<file path="config.mk">
export PLATFORM = sky130hd
export DESIGN_NAME = quad_decoder
export DESIGN_NICKNAME = d
export VERILOG_FILES = /design/src/rtl/quad_decoder.sv
export SDC_FILE = /design/constraint.sdc
export NUM_CORES = 1
export LEC_CHECK = 0
export ABC_CLOCK_PERIOD_IN_PS = 6210
export BUFFER_PORTS_ARGS = -buffer_cell sky130_fd_sc_hd__clkbuf_2
export CORE_MARGIN = 4
export CORE_UTILIZATION = 45
export DETAILED_ROUTE_END_ITERATION = 8
export PLACE_DENSITY = 0.66
export SLEW_MARGIN = 20
export SYNTH_ARGS = -nofsm -noshare
export SYNTH_HDL_FRONTEND = slang
export SYNTH_SLANG_ARGS = --single-unit
export TNS_END_PERCENT = 30
</file>
<file path="constraint.sdc">
create_clock -name clk -period 6.21 [get_ports clk]
set_input_delay 0.3105 -clock clk [delete_from_list [all_inputs] [get_ports clk]]
set_output_delay 0.3105 -clock clk [all_outputs]
set_load 0.1 [all_outputs]
</file>
<file path="src/rtl/quad_decoder.sv">
// Quadrature encoder decoder: 2-flop synchronizers, run-length glitch filter,
// Gray-state decoder with step/direction pulses, loadable position counter and sticky error.
module quad_decoder #(
  parameter int Nbits = 8,
  parameter int FILT  = 2
) (
  input  logic             clk,
  input  logic             rst,
  input  logic             ena,
  input  logic             quad_a,
  input  logic             quad_b,
  input  logic             Load,
  input  logic [Nbits-1:0] Data,
  input  logic             clr_err,
  output logic             step,
  output logic             UpDwn,
  output logic [Nbits-1:0] position,
  output logic             err
);

  typedef enum logic [1:0] {
    S00 = 2'b00,
    S01 = 2'b01,
    S11 = 2'b11,
    S10 = 2'b10
  } state_e;

  localparam logic [3:0]       FILT_C   = 4'(FILT);
  localparam logic [4:0]       SETTLE_C = 5'(FILT + 3);
  localparam logic [Nbits-1:0] ONE_C    = {{(Nbits-1){1'b0}}, 1'b1};

  function automatic logic [1:0] fwd_of(input logic [1:0] s);
    case (s)
      2'b00:   fwd_of = 2'b01;
      2'b01:   fwd_of = 2'b11;
      2'b11:   fwd_of = 2'b10;
      2'b10:   fwd_of = 2'b00;
      default: fwd_of = 2'b00;
    endcase
  endfunction

  function automatic logic [1:0] bwd_of(input logic [1:0] s);
    case (s)
      2'b00:   bwd_of = 2'b10;
      2'b10:   bwd_of = 2'b11;
      2'b11:   bwd_of = 2'b01;
      2'b01:   bwd_of = 2'b00;
      default: bwd_of = 2'b00;
    endcase
  endfunction

  logic [1:0]       sync1_q, sync1_d, sync2_q, sync2_d;
  logic [1:0]       filt_q, filt_d, cand_q, cand_d;
  logic [3:0]       cnt_q, cnt_d, run_len_s;
  logic [4:0]       settle_q, settle_d;
  state_e           state_q, state_d;
  logic             step_q, step_d, updwn_q, updwn_d, err_q, err_d;
  logic [Nbits-1:0] pos_q, pos_d;
  logic             mv_up_s, mv_dn_s, mv_bad_s;

  // Synchronizer shift and glitch filter: commit a new {A,B} after FILT identical differing samples.
  always_comb begin
    sync1_d   = {quad_a, quad_b};
    sync2_d   = sync1_q;
    filt_d    = filt_q;
    cand_d    = cand_q;
    cnt_d     = cnt_q;
    run_len_s = 4'd1;
    if (sync2_q == filt_q) begin
      cnt_d = 4'd0;
    end else begin
      if ((cnt_q == 4'd0) || (sync2_q != cand_q)) begin
        run_len_s = 4'd1;
      end else begin
        run_len_s = cnt_q + 4'd1;
      end
      cand_d = sync2_q;
      if (run_len_s >= FILT_C) begin
        filt_d = sync2_q;
        cnt_d  = 4'd0;
      end else begin
        cnt_d = run_len_s;
      end
    end
  end

  assign mv_up_s  = (filt_q == fwd_of(state_q));
  assign mv_dn_s  = (filt_q == bwd_of(state_q));
  assign mv_bad_s = (filt_q == ~state_q);

  // Decoder: state always follows the filter; outputs act only outside the post-reset settle window.
  always_comb begin
    state_d  = state_e'(filt_q);
    settle_d = settle_q;
    step_d   = 1'b0;
    updwn_d  = updwn_q;
    pos_d    = pos_q;
    err_d    = err_q;
    if (settle_q != 5'd0) begin
      settle_d = settle_q - 5'd1;
    end else if (ena) begin
      if (mv_up_s) begin
        step_d  = 1'b1;
        updwn_d = 1'b1;
        pos_d   = pos_q + ONE_C;
      end else if (mv_dn_s) begin
        step_d  = 1'b1;
        updwn_d = 1'b0;
        pos_d   = pos_q - ONE_C;
      end else begin
        step_d = 1'b0;
      end
      // Set has priority over clear.
      if (mv_bad_s) begin
        err_d = 1'b1;
      end else if (clr_err) begin
        err_d = 1'b0;
      end else begin
        err_d = err_q;
      end
    end else begin
      step_d = 1'b0;
    end
    if (Load) begin
      pos_d = Data;
    end else begin
      pos_d = pos_d;
    end
  end

  // State registers with synchronous reset.
  always_ff @(posedge clk) begin
    if (rst) begin
      sync1_q  <= 2'b00;
      sync2_q  <= 2'b00;
      filt_q   <= 2'b00;
      cand_q   <= 2'b00;
      cnt_q    <= 4'd0;
      settle_q <= SETTLE_C;
      state_q  <= S00;
      step_q   <= 1'b0;
      updwn_q  <= 1'b0;
      pos_q    <= '0;
      err_q    <= 1'b0;
    end else begin
      sync1_q  <= sync1_d;
      sync2_q  <= sync2_d;
      filt_q   <= filt_d;
      cand_q   <= cand_d;
      cnt_q    <= cnt_d;
      settle_q <= settle_d;
      state_q  <= state_d;
      step_q   <= step_d;
      updwn_q  <= updwn_d;
      pos_q    <= pos_d;
      err_q    <= err_d;
    end
  end

  assign step     = step_q;
  assign UpDwn    = updwn_q;
  assign position = pos_q;
  assign err      = err_q;

endmodule

</file>
==> qor.yml, run 1 <==
route:
  avgRoutedWirePerCell_microns: 11.7
  vias: 1227
  wl_microns: 2900
  first_pass_iters: 4
  drc: 0
  viasPerCell: 4.93
  drt-initial-drc-count: 38
  postRouteAntennaNets: 0
global_routing:
  grt_max_degree: 28
  grt_pass1_vias: 1170
  grt_overflow_total: 0
  grt.total_usage_pct: 15.1
  grt_pass1_wl_microns: 5060
  antenna_found_initial: 0
floorplan:
  start_util_pct: 46.7
  ios: 26
  dieArea_sq_um: 4470
  core_sq_um: 3340
  std_cell_rows: 21
  die_h_microns: 66.9
  die_x_microns: 66.9
power:
  p_int_uw: 342
  leakagePower_uw: 0.000794
  powerDensity_nw_per_um2: 279
  peakVddDrop_mv: 0.163
  power_uw: 500
  p_sw_share_pct: 31.5
  p_switching_uw: 158
  pwr-share-clk_pct: 30.0
  combPwrFrac_pct: 25.2
  power_frac_seq_pct: 44.8
synth:
  ys_ff_latch: 30
  ys_warn_count: 0
  synth_cell_type_count: 40
  syn_area_sq_um: 1560
  avgSynthCellArea_sq_um: 8.91
  synth-seq-area-share_pct: 38.5
  netlist_instances: 175
  synth_top_cell_area_share_pct: 38.5
  synth_top_cell_by_area: "dfxtp_1"
  synthTopCellsByArea: "dfxtp_1 (39%), ha_1 (8.0%), a21oi_1 (6.4%), xor2_1 (5.6%), xnor2_1 (5.1%)"
hold_path:
  hp-start: "quad_a"
  worstHoldPathCells: 2
  whs_endpoint: "sync1_q[1]"
  hp-class: "input port to flip-flop"
clocking:
  clk_pin_slew_ps: 90
  cts.htree.levels: 2
  cts_num_sinks: 30
  clock_latency_ps: 320
  cts_buffers: 5
  cts_setup_buffers: 0
  clockBufferDepth: 2
  cts_tree: "yes"
  holdBufCountCts: 0
  ctsResizeCount: 0
  clockRootBuffer: "clkbuf_4"
timing:
  finalClockSkew_ps: 3.97
  setup_viol: 0
  clock.fmax_ghz: 0.379
  drv_slew: 0
  rsz0062_at_grt: "no"
  final-hold-violation-count: 0
  period_minus_slack_ps: 2640
  relSlewSlack_pct: 63.8
  worstMarginPinSlew_ps: 546
  fin_tns_setup_ps: 0
  fin_crit_sh_pct: 42.5
setup_path:
  cp-start-kind: "flip-flop"
  cp_top_family: "compound AO/OA/AOI/OAI gates"
  max_stage_delay_ps: 460
  critPathRequiredTime_ps: 6440
  cp_cell_sequence: "xor2_1, nand2_1, ha_1, a21oi_1, nand2_1, a21o_1, xor2_1, and4_1, a2111oi_2"
  path_buf_inv: 0
  r2r_end: "position[7]"
  worstPathArrival_ps: 2870
  worstSetupEndpointType: "flip-flop"
  crit_type: "flip-flop to flip-flop"
  reg2reg_slack_ps: 3570
  r2r_cells: 9
  path_max_fanout: 9
  r2r-start: "filt_q[0]"
  slowest_stage: "dfxtp_1"
final_layout:
  final_layout_size_suffix_gt1_share_pct: 18.2
  nets: 228
  n_antenna_cell: 0
  synthToLayoutAreaGrowth_pct: 14.7
status:
  status: "finished, final reports clean"
placed_design:
  place_hpwl_microns: 2170
  placement.io_buffers: 25
  place.gp.congestion: 0.747
run:
  cap_viol_max_count: 0
## placed cells by master (no fill, tap or decap), types with 2 or more instances in the layout
master / count
conb_1: 3
nand2b_1: 2
nand3_1: 3
nor2_1: 13
a21o_1: 4
dfxtp_1: 30
clkbuf_4: 5
clkbuf_2: 25
nand2_1: 18
mux2_1: 2
xnor2_1: 9
ha_1: 10
mux2i_1: 2
a21oi_1: 20
a211oi_1: 2
xor2_1: 10
nor2b_1: 8
nor3_1: 2
o21ai_0: 6
clkbuf_1: 2
inv_1: 7
## cells by family (layout without fill, tap and decap cells)
logic type / Yosys count / count (layout) / share of synthesized area, %
other: 1 / 3 / 0.241
XOR/XNOR: 19 / 19 / 10.7
adder cells (fa/ha/maj): 11 / 11 / 9.31
AND/OR/NAND/NOR: 55 / 55 / 18.2
multiplexers: 4 / 4 / 2.73
AO/OA/AOI/OAI: 40 / 40 / 16.1
buffers and inverters: 15 / 41 / 4.25
flip-flops: 30 / 30 / 38.5
## how the worst max path moves through the flow
stage / start / end / slack, ps / cells after the start
floorplan: position[2] / position[7] / 3690 / 7
global placement: filt_q[0] / position[7] / 3710 / 9
detailed placement: filt_q[0] / position[7] / 3600 / 9
CTS: filt_q[0] / position[7] / 3580 / 9
global route: filt_q[0] / position[7] / 3310 / 9
finish: filt_q[0] / position[7] / 3570 / 9
## Yosys cell counts
cell	number
a211oi_2	1
nor2_1	13
nand2_2	1
nand2_1	18
o21ai_0	6
mux2i_1	2
a2111oi_2	1
dfxtp_1	30
or3_1	1
o211ai_1	1
nand3_1	3
o41ai_1	1
mux2_1	2
a21o_1	4
buf_6	1
nor4b_4	1
xor2_1	10
and2_1	1
and3_1	1
inv_1	7
buf_2	2
a21oi_1	20
nor2b_1	8
conb_1	1
inv_2	1
nor3b_1	1
o21bai_1	1
a221oi_1	1
nor3_1	2
nor2_2	1
nand2b_1	2
xnor2_1	9
a31oi_1	1
nor4b_1	1
fa_1	1
and4_1	1
a211oi_1	2
ha_1	10
o22a_1	1
clkbuf_1	4
## per-stage QoR
| step | hold WS (ps) | instance area, sq um | setup slack [ps] | std cells | util [%] |
|---|---|---|---|---|---|
| after floorplan | 414 | 1570 | 3690 | 177 | - |
| after global placement | 420 | 1710 | 3710 | 241 | 51.3 |
| after detailed placement | 430 | 1710 | 3600 | 241 | 51.3 |
| after CTS | 172 | 1790 | 3580 | 249 | 53.6 |
| after global routing | 182 | 1790 | 3310 | 249 | 53.6 |
| final | 191 | 1790 | 3570 | 249 | 53.6 |
## layout make-up
type,count,area [sq um]
multi-input combinational,132,900
tap,46,57.6
clock inverter,1,30.0
fill,341,1550
timing repair buffer,25,125
inverter,8,30.0
clock buffer,7,45.0
sequential,30,601
## power by group through the flow
| stage | clock network (uW) | logic, uW | registers [uW] |
|---|---|---|---|
| after global placement | 0 | 123 | 228 |
| after CTS | 156 | 127 | 224 |
| after floorplan | 0 | 79.5 | 252 |
| after global routing | 166 | 142 | 226 |
| after detailed placement | 0 | 126 | 228 |
| final | 150 | 126 | 224 |
## flip-flops by register name, indices dropped and copies added, names as in the netlist
signal and count:
position 8, filt_q 2, step 1, settle_q 5, sync1_q 2, cand_q 2
sync2_q 2, UpDwn 1, err 1, state_q 2, cnt_q 4
## per-layer routing
layer | GRT usage (%) | part of all wire, % | wire length (microns)
met1 | 17.8 | 45 | 1310
met2 | 23.6 | 47 | 1370
met3 | 5.90 | 6.2 | 180
met4 | 7.34 | 1.6 | 46
met5 | 0 | 0 | 0
No activity file was read; power rests on OpenSTA's default activity.
==> inputs of run 2 (changes only) <==
--- a/config.mk
+++ b/config.mk
@@ -5,12 +5,12 @@
 export SDC_FILE = /design/constraint.sdc
 export NUM_CORES = 1
 export LEC_CHECK = 0
-export ABC_CLOCK_PERIOD_IN_PS = 6210
+export ABC_CLOCK_PERIOD_IN_PS = 2300
 export BUFFER_PORTS_ARGS = -buffer_cell sky130_fd_sc_hd__clkbuf_2
 export CORE_MARGIN = 4
 export CORE_UTILIZATION = 45
 export DETAILED_ROUTE_END_ITERATION = 8
-export PLACE_DENSITY = 0.66
+export PLACE_DENSITY = 0.69
 export SLEW_MARGIN = 20
 export SYNTH_ARGS = -nofsm -noshare
 export SYNTH_HDL_FRONTEND = slang
==> constraint.sdc (replaced) <==
create_clock -name clk -period 2.3 [get_ports clk]
set_input_delay 0.115 -clock clk [delete_from_list [all_inputs] [get_ports clk]]
set_output_delay 0.115 -clock clk [all_outputs]
set_load 0.1 [all_outputs]
==> qor.yml, run 2 (synthesis results as in run 1) <==
floorplan:
  dieArea_sq_um: 4470  # unchanged
  die_x_microns: 66.9  # unchanged
  start_util_pct: 46.7  # unchanged
  std_cell_rows: 21  # unchanged
  core_sq_um: 3340  # unchanged
  die_h_microns: 66.9  # unchanged
  ios: 26  # unchanged
clocking:
  clock_latency_ps: 330  # was 320 ps
  clockBufferDepth: 2  # unchanged
  cts_buffers: 5  # unchanged
  clk_pin_slew_ps: 90  # about the same
  cts_num_sinks: 30  # unchanged
  cts.htree.levels: 2  # unchanged
  cts_tree: "yes"  # unchanged
  clockRootBuffer: "clkbuf_4"  # unchanged
global_routing:
  grt_max_degree: 28  # unchanged
  antenna_found_initial: 0  # unchanged
  grt_pass1_wl_microns: 5850  # was 5060 microns
  grt_overflow_total: 0  # unchanged
  grt.total_usage_pct: 17.5  # was 15.1%
  grt_pass1_vias: 1330  # was 1170
setup_path:
  r2r-start: "filt_q[0]"  # unchanged
  r2r_end: "position[6]"  # was position[7]
  r2r_cells: 9  # unchanged
  crit_top_cell: "a21o_1"
  max_stage_delay_ps: 390  # was 460 ps
  cp-start-kind: "flip-flop"  # unchanged
  path_max_fanout: 7  # was 9
  worstSetupEndpointType: "flip-flop"  # unchanged
  reg2reg_slack_ps: 110  # was 3570 ps
  slowest_stage: "dfxtp_2"  # was dfxtp_1
  worstPathArrival_ps: 2420  # was 2870 ps
  critPathRequiredTime_ps: 2530  # was 6440 ps
  cp_cell_sequence: "xor2_4, nand2_4, fa_2, a21o_1, a21o_1, a21o_1, a21oi_1, xor2_1, o41ai_1"  # was xor2_1, nand2_1, ha_1, a21oi_1, nand2_1, a21o_1, xor2_1, and4_1, a2111oi_2
  crit_type: "flip-flop to flip-flop"  # unchanged
route:
  drt-initial-drc-count: 69  # was 38
  vias: 1328  # was 1227
  first_pass_iters: 4  # unchanged
  postRouteAntennaNets: 0  # unchanged
  drc: 0  # unchanged
  avgRoutedWirePerCell_microns: 12.6  # was 11.7 microns
  wl_microns: 3380  # was 2900 microns
  viasPerCell: 4.97  # was 4.93
timing:
  drv_slew: 0  # unchanged
  hold_slack_ps: 15.6  # was 191 ps
  rsz0062_at_grt: "yes"  # was no
  fin_ws_ps: 114  # was 3570 ps
  period_minus_slack_ps: 2190  # was 2640 ps
  final-hold-violation-count: 0  # unchanged
  finalClockSkew_ps: 6.42  # was 3.97 ps
  setup_viol: 0  # unchanged
  relSlewSlack_pct: 63.4  # was 63.8%
  worstMarginPinSlew_ps: 549  # was 546 ps
  fin_crit_sh_pct: 95.0  # was 42.5%
  fin_tns_setup_ps: 0  # unchanged
  clock.fmax_ghz: 0.457  # was 0.379 GHz
final_layout:
  n_antenna_cell: 0  # unchanged
  layout_common_cells: "clkbuf_2 (25), dfxtp_1 (20), a21oi_1 (18), nand2_1 (16), nor2_1 (13)"  # was dfxtp_1 (30), clkbuf_2 (25), a21oi_1 (20), nand2_1 (18), nor2_1 (13)
  final_util_pct: 61.5  # was 53.6%
  nets: 246  # was 228
  final_layout_size_suffix_gt1_share_pct: 33.5  # was 18.2%
  fillers: 302  # was 341
  largest_reg_flops: 8  # unchanged
  final_common_cell: "clkbuf_2"  # was dfxtp_1
  synthToLayoutAreaGrowth_pct: 31.5  # was 14.7%
  post_layout_nonfiller_instances: 267  # was 249
placed_design:
  dp.cells: 249  # was 241
  place.gp.congestion: 0.807  # was 0.747
  placement.io_buffers: 25  # unchanged
  dp_slack_ps: -70.3  # was 3600 ps
  place_hpwl_microns: 2380  # was 2170 microns
run:
  cap_viol_max_count: 0  # unchanged
hold_path:
  hp-class: "input port to flip-flop"  # unchanged
  hp-start: "Data[7]"  # was quad_a
  worstHoldPathCells: 3  # was 2
  whs_endpoint: "position[7]"  # was sync1_q[1]
power:
  peakVddDrop_mv: 0.342  # was 0.163 mV
  leakagePower_uw: 0.000889  # was 0.000794 uW
  powerDensity_nw_per_um2: 655  # was 279 nW/um^2
status:
  status: "finished, final reports clean"  # unchanged
run 2: metrics by stage:
step	area, sq um	total power, uW
2_1_floorplan	1580	896
3_3_place_gp	1780	963
3_5_place_dp	1780	980
4_1_cts	1940	1320
5_1_grt	2050	1420
6_report	2050	1340
run 2: final cells by class:
| cell class | count | area, sq um | share of cell area (%) |
|---|---|---|---|
| Tap cell | 46 | 57.6 | 2.81 |
| Timing Repair Buffer | 43 | 279 | 13.6 |
| Inverter | 8 | 30.0 | 1.46 |
| Sequential cell | 30 | 616 | 30.0 |
| Clock buffer | 7 | 55.1 | 2.68 |
| Clock inverter | 1 | 5.00 | 0.244 |
| Multi-Input combinational cell | 132 | 1010 | 49.2 |
run 2: critical path: cells and delay by family, from the launching register on:
kind            cells  cell delay [ps]
fa+ha+maj           1              370
flops               1              390
xor+xnor            2              280
simple gates        1              110
compound gates      5              920
run 2: power breakdown:
part / internal (uW) / switching (uW) / total, uW
Sequential: 562 / 46.4 / 608
Clock: 148 / 181 / 329
Combinational: 174 / 231 / 406
run 2: what timing repair did:
item | 4_1_cts | 5_1_grt
hold endpoints to repair | 6 | 0
cloned | 0 | 0
endpoints found under the setup margin | 3 | 4
gates resized for setup | 3 | 20
buffers inserted | 2 | 2
hold buffers | 6 | 0
pin swaps | 0 | 9
run 2: metal layers:
metal / GRT usage (%) / vias to the layer above / share of wire, % / routed length [microns]
li1: - / 673 / - / -
met1: 19.3 / 622 / 44 / 1480
met2: 30.2 / 27 / 49 / 1660
met3: 6.07 / 6 / 5.4 / 181
met4: 7.59 / 0 / 1.7 / 56
met5: 0 / - / 0 / 0
run 2: worst max path at each step:
| stage | slack [ps] | start | end |
|---|---|---|---|
| after global routing | -20 | filt_q[0] | position[7] |
| after CTS | 20 | state_q[1] | position[6] |
| final | 110 | filt_q[0] | position[6] |
| after floorplan | -7 | filt_q[0] | position[7] |
| after global placement | 60 | state_q[1] | position[7] |
| after detailed placement | -70 | state_q[1] | position[7] |
==> inputs of run 3 (changes only) <==
--- a/config.mk
+++ b/config.mk
@@ -5,7 +5,7 @@
 export SDC_FILE = /design/constraint.sdc
 export NUM_CORES = 1
 export LEC_CHECK = 0
-export ABC_CLOCK_PERIOD_IN_PS = 2300
+export ABC_CLOCK_PERIOD_IN_PS = 2000
 export BUFFER_PORTS_ARGS = -buffer_cell sky130_fd_sc_hd__clkbuf_2
 export CORE_MARGIN = 4
 export CORE_UTILIZATION = 45
==> constraint.sdc (replaced) <==
create_clock -name clk -period 2 [get_ports clk]
set_input_delay 0.1 -clock clk [delete_from_list [all_inputs] [get_ports clk]]
set_output_delay 0.1 -clock clk [all_outputs]
set_load 0.1 [all_outputs]
==> qor.yml, run 3 (synthesis results as in run 1) <==
setup_path:
  path_max_fanout: 4  # was 7
  slowest_stage: "dfxtp_4"  # was dfxtp_2
  worstPathArrival_ps: 2400  # was 2420 ps
  critPathRequiredTime_ps: 2220  # was 2530 ps
  cp-start-kind: "flip-flop"  # unchanged
  crit_type: "flip-flop to flip-flop"  # unchanged
  cp_top_family: "compound AO/OA/AOI/OAI gates"  # unchanged
  worstSetupEndpointType: "flip-flop"  # unchanged
  path_buf_inv: 2  # was 0
  cp_cell_sequence: "xor2_4, buf_6, nand2_4, ha_4, nand3_2, buf_4, a21oi_1, nor2b_1, xnor2_1, nand2_1, a211oi_1"  # was xor2_4, nand2_4, fa_2, a21o_1, a21o_1, a21o_1, a21oi_1, xor2_1, o41ai_1
  max_stage_delay_ps: 390  # about the same
placed_design:
  postPlaceCellArea_sq_um: 1940  # was 1780 sq um
  place.gp.congestion: 0.784  # was 0.807
  placement.io_buffers: 25  # unchanged
  dp_slack_ps: -231  # was -70.3 ps
  place_hpwl_microns: 2460  # was 2380 microns
global_routing:
  antenna_found_initial: 0  # unchanged
  grt_overflow_total: 0  # unchanged
  grt_pass1_wl_microns: 5930  # was 5850 microns
  grt_max_degree: 28  # unchanged
  grt.total_usage_pct: 18.1  # was 17.5%
  grt_pass1_vias: 1332  # was 1330
route:
  drc: 0  # unchanged
  postRouteAntennaNets: 0  # unchanged
  first_pass_iters: 4  # unchanged
  drt-initial-drc-count: 42  # was 69
  avgRoutedWirePerCell_microns: 13.3  # was 12.6 microns
  viasPerCell: 4.93  # was 4.97
  wl_microns: 3730  # was 3380 microns
  vias: 1379  # was 1328
final_layout:
  multiInputGateArea_sq_um: 1090  # was 1010 sq um
  final_layout_size_suffix_gt1_share_pct: 40.6  # was 33.5%
  fillers: 266  # was 302
  synthToLayoutAreaGrowth_pct: 47.4  # was 31.5%
  final_common_cell: "clkbuf_2"  # unchanged
  largest_reg_flops: 8  # unchanged
  final_area_sq_um: 2300  # was 2050 sq um
  seqCellArea_sq_um: 622  # was 616 sq um
  final_util_pct: 68.9  # was 61.5%
  n_antenna_cell: 0  # unchanged
  nets: 259  # was 246
  layout_common_cells: "clkbuf_2 (25), dfxtp_1 (19), buf_4 (18), a21oi_1 (16), nand2_1 (14)"  # was clkbuf_2 (25), dfxtp_1 (20), a21oi_1 (18), nand2_1 (16), nor2_1 (13)
timing:
  fin_crit_sh_pct: 109  # was 95.0%
  worstMarginPinSlew_ps: 604  # was 549 ps
  final-hold-violation-count: 0  # unchanged
  drv_slew: 0  # unchanged
  fin_ws_ps: -180  # was 114 ps
  fin_tns_setup_ps: -514  # was 0 ps
  period_minus_slack_ps: 2180  # was 2190 ps
  relSlewSlack_pct: 59.7  # was 63.4%
  setup_viol: 5  # was 0
  finalClockSkew_ps: 13.1  # was 6.42 ps
  rsz0062_at_grt: "yes"  # unchanged
  clock.fmax_ghz: 0.459  # was 0.457 GHz
power:
  power_uw: 1870  # was 1340 uW
  powerDensity_nw_per_um2: 814  # was 655 nW/um^2
  leakagePower_uw: 0.000992  # was 0.000889 uW
  peakVddDrop_mv: 0.456  # was 0.342 mV
floorplan:
  die_h_microns: 66.9  # unchanged
  start_util_pct: 46.7  # unchanged
  ios: 26  # unchanged
  dieArea_sq_um: 4470  # unchanged
  core_sq_um: 3340  # unchanged
  std_cell_rows: 21  # unchanged
  die_x_microns: 66.9  # unchanged
clocking:
  cts_buffers: 5  # unchanged
  clk_pin_slew_ps: 100  # was 90 ps
  clockBufferDepth: 2  # unchanged
  cts.htree.levels: 2  # unchanged
  cts_tree: "yes"  # unchanged
  cts_num_sinks: 30  # unchanged
  clockRootBuffer: "clkbuf_4"  # unchanged
  clock_latency_ps: 340  # was 330 ps
status:
  violations: "setup timing"
  status: "finished, violations left"  # was finished, final reports clean
run:
  cap_viol_max_count: 0  # unchanged
hold_path:
  hp-class: "input port to flip-flop"  # unchanged
==> run 3: path summary, 6_finish.rpt <==
kind | startpoint | end | slack [ps] | depth (start not counted)
max reg2reg | filt_q[0] | position[5] | -180 | 11
max | filt_q[0] | position[5] | -180 | 11
min reg2reg | sync1_q[1] | sync2_q[1] | 450 | 1
min | Data[4] | position[4] | 20 | 3
==> run 3: worst min-delay path, stage by stage <==
cell	delay (ps)
clkbuf_2	70
o21bai_1	50
a21oi_1	100
==> run 3: cell type report <==
type | count | area share (%)
Sequential cell | 30 | 27.1
Clock buffer | 6 | 2.23
Inverter | 8 | 1.31
Clock inverter | 2 | 2.61
Multi-Input combinational cell | 133 | 47.5
Tap cell | 46 | 2.50
Timing Repair Buffer | 55 | 16.8
==> run 3: timing repair <==
| item | CTS | global route |
|---|---|---|
| resized for setup | 10 | 18 |
| pin swaps | 12 | 11 |
| gates cloned | 1 | 0 |
| hold buffers | 8 | 0 |
| setup buffers | 5 | 0 |
| hold endpoints to repair | 8 | 0 |
| endpoints found under the setup margin | 5 | 6 |
==> run 3: per-stage QoR <==
| step | instances | hold WS (ps) |
|---|---|---|
| global route | 280 | 24.4 |
| detailed placement | 258 | 320 |
| finish | 280 | 23.8 |
| CTS | 280 | 15.5 |
| floorplan | 177 | 228 |
| global placement | 258 | 314 |
==> run 3: power breakdown <==
part	switching [uW]	internal [uW]	leakage (uW)	total [uW]
logic	287	242	0.000682	529
registers	55.1	645	0.000252	700
clock network	218	423	0.0000585	641
==> run 3: per-layer routing <==
metal	wire length [microns]	vias to the layer above	track usage, %
met5	0	-	0
met4	85	0	9.11
met3	188	10	6.24
met2	1840	31	30.2
met1	1620	636	20.4
li1	-	702	-
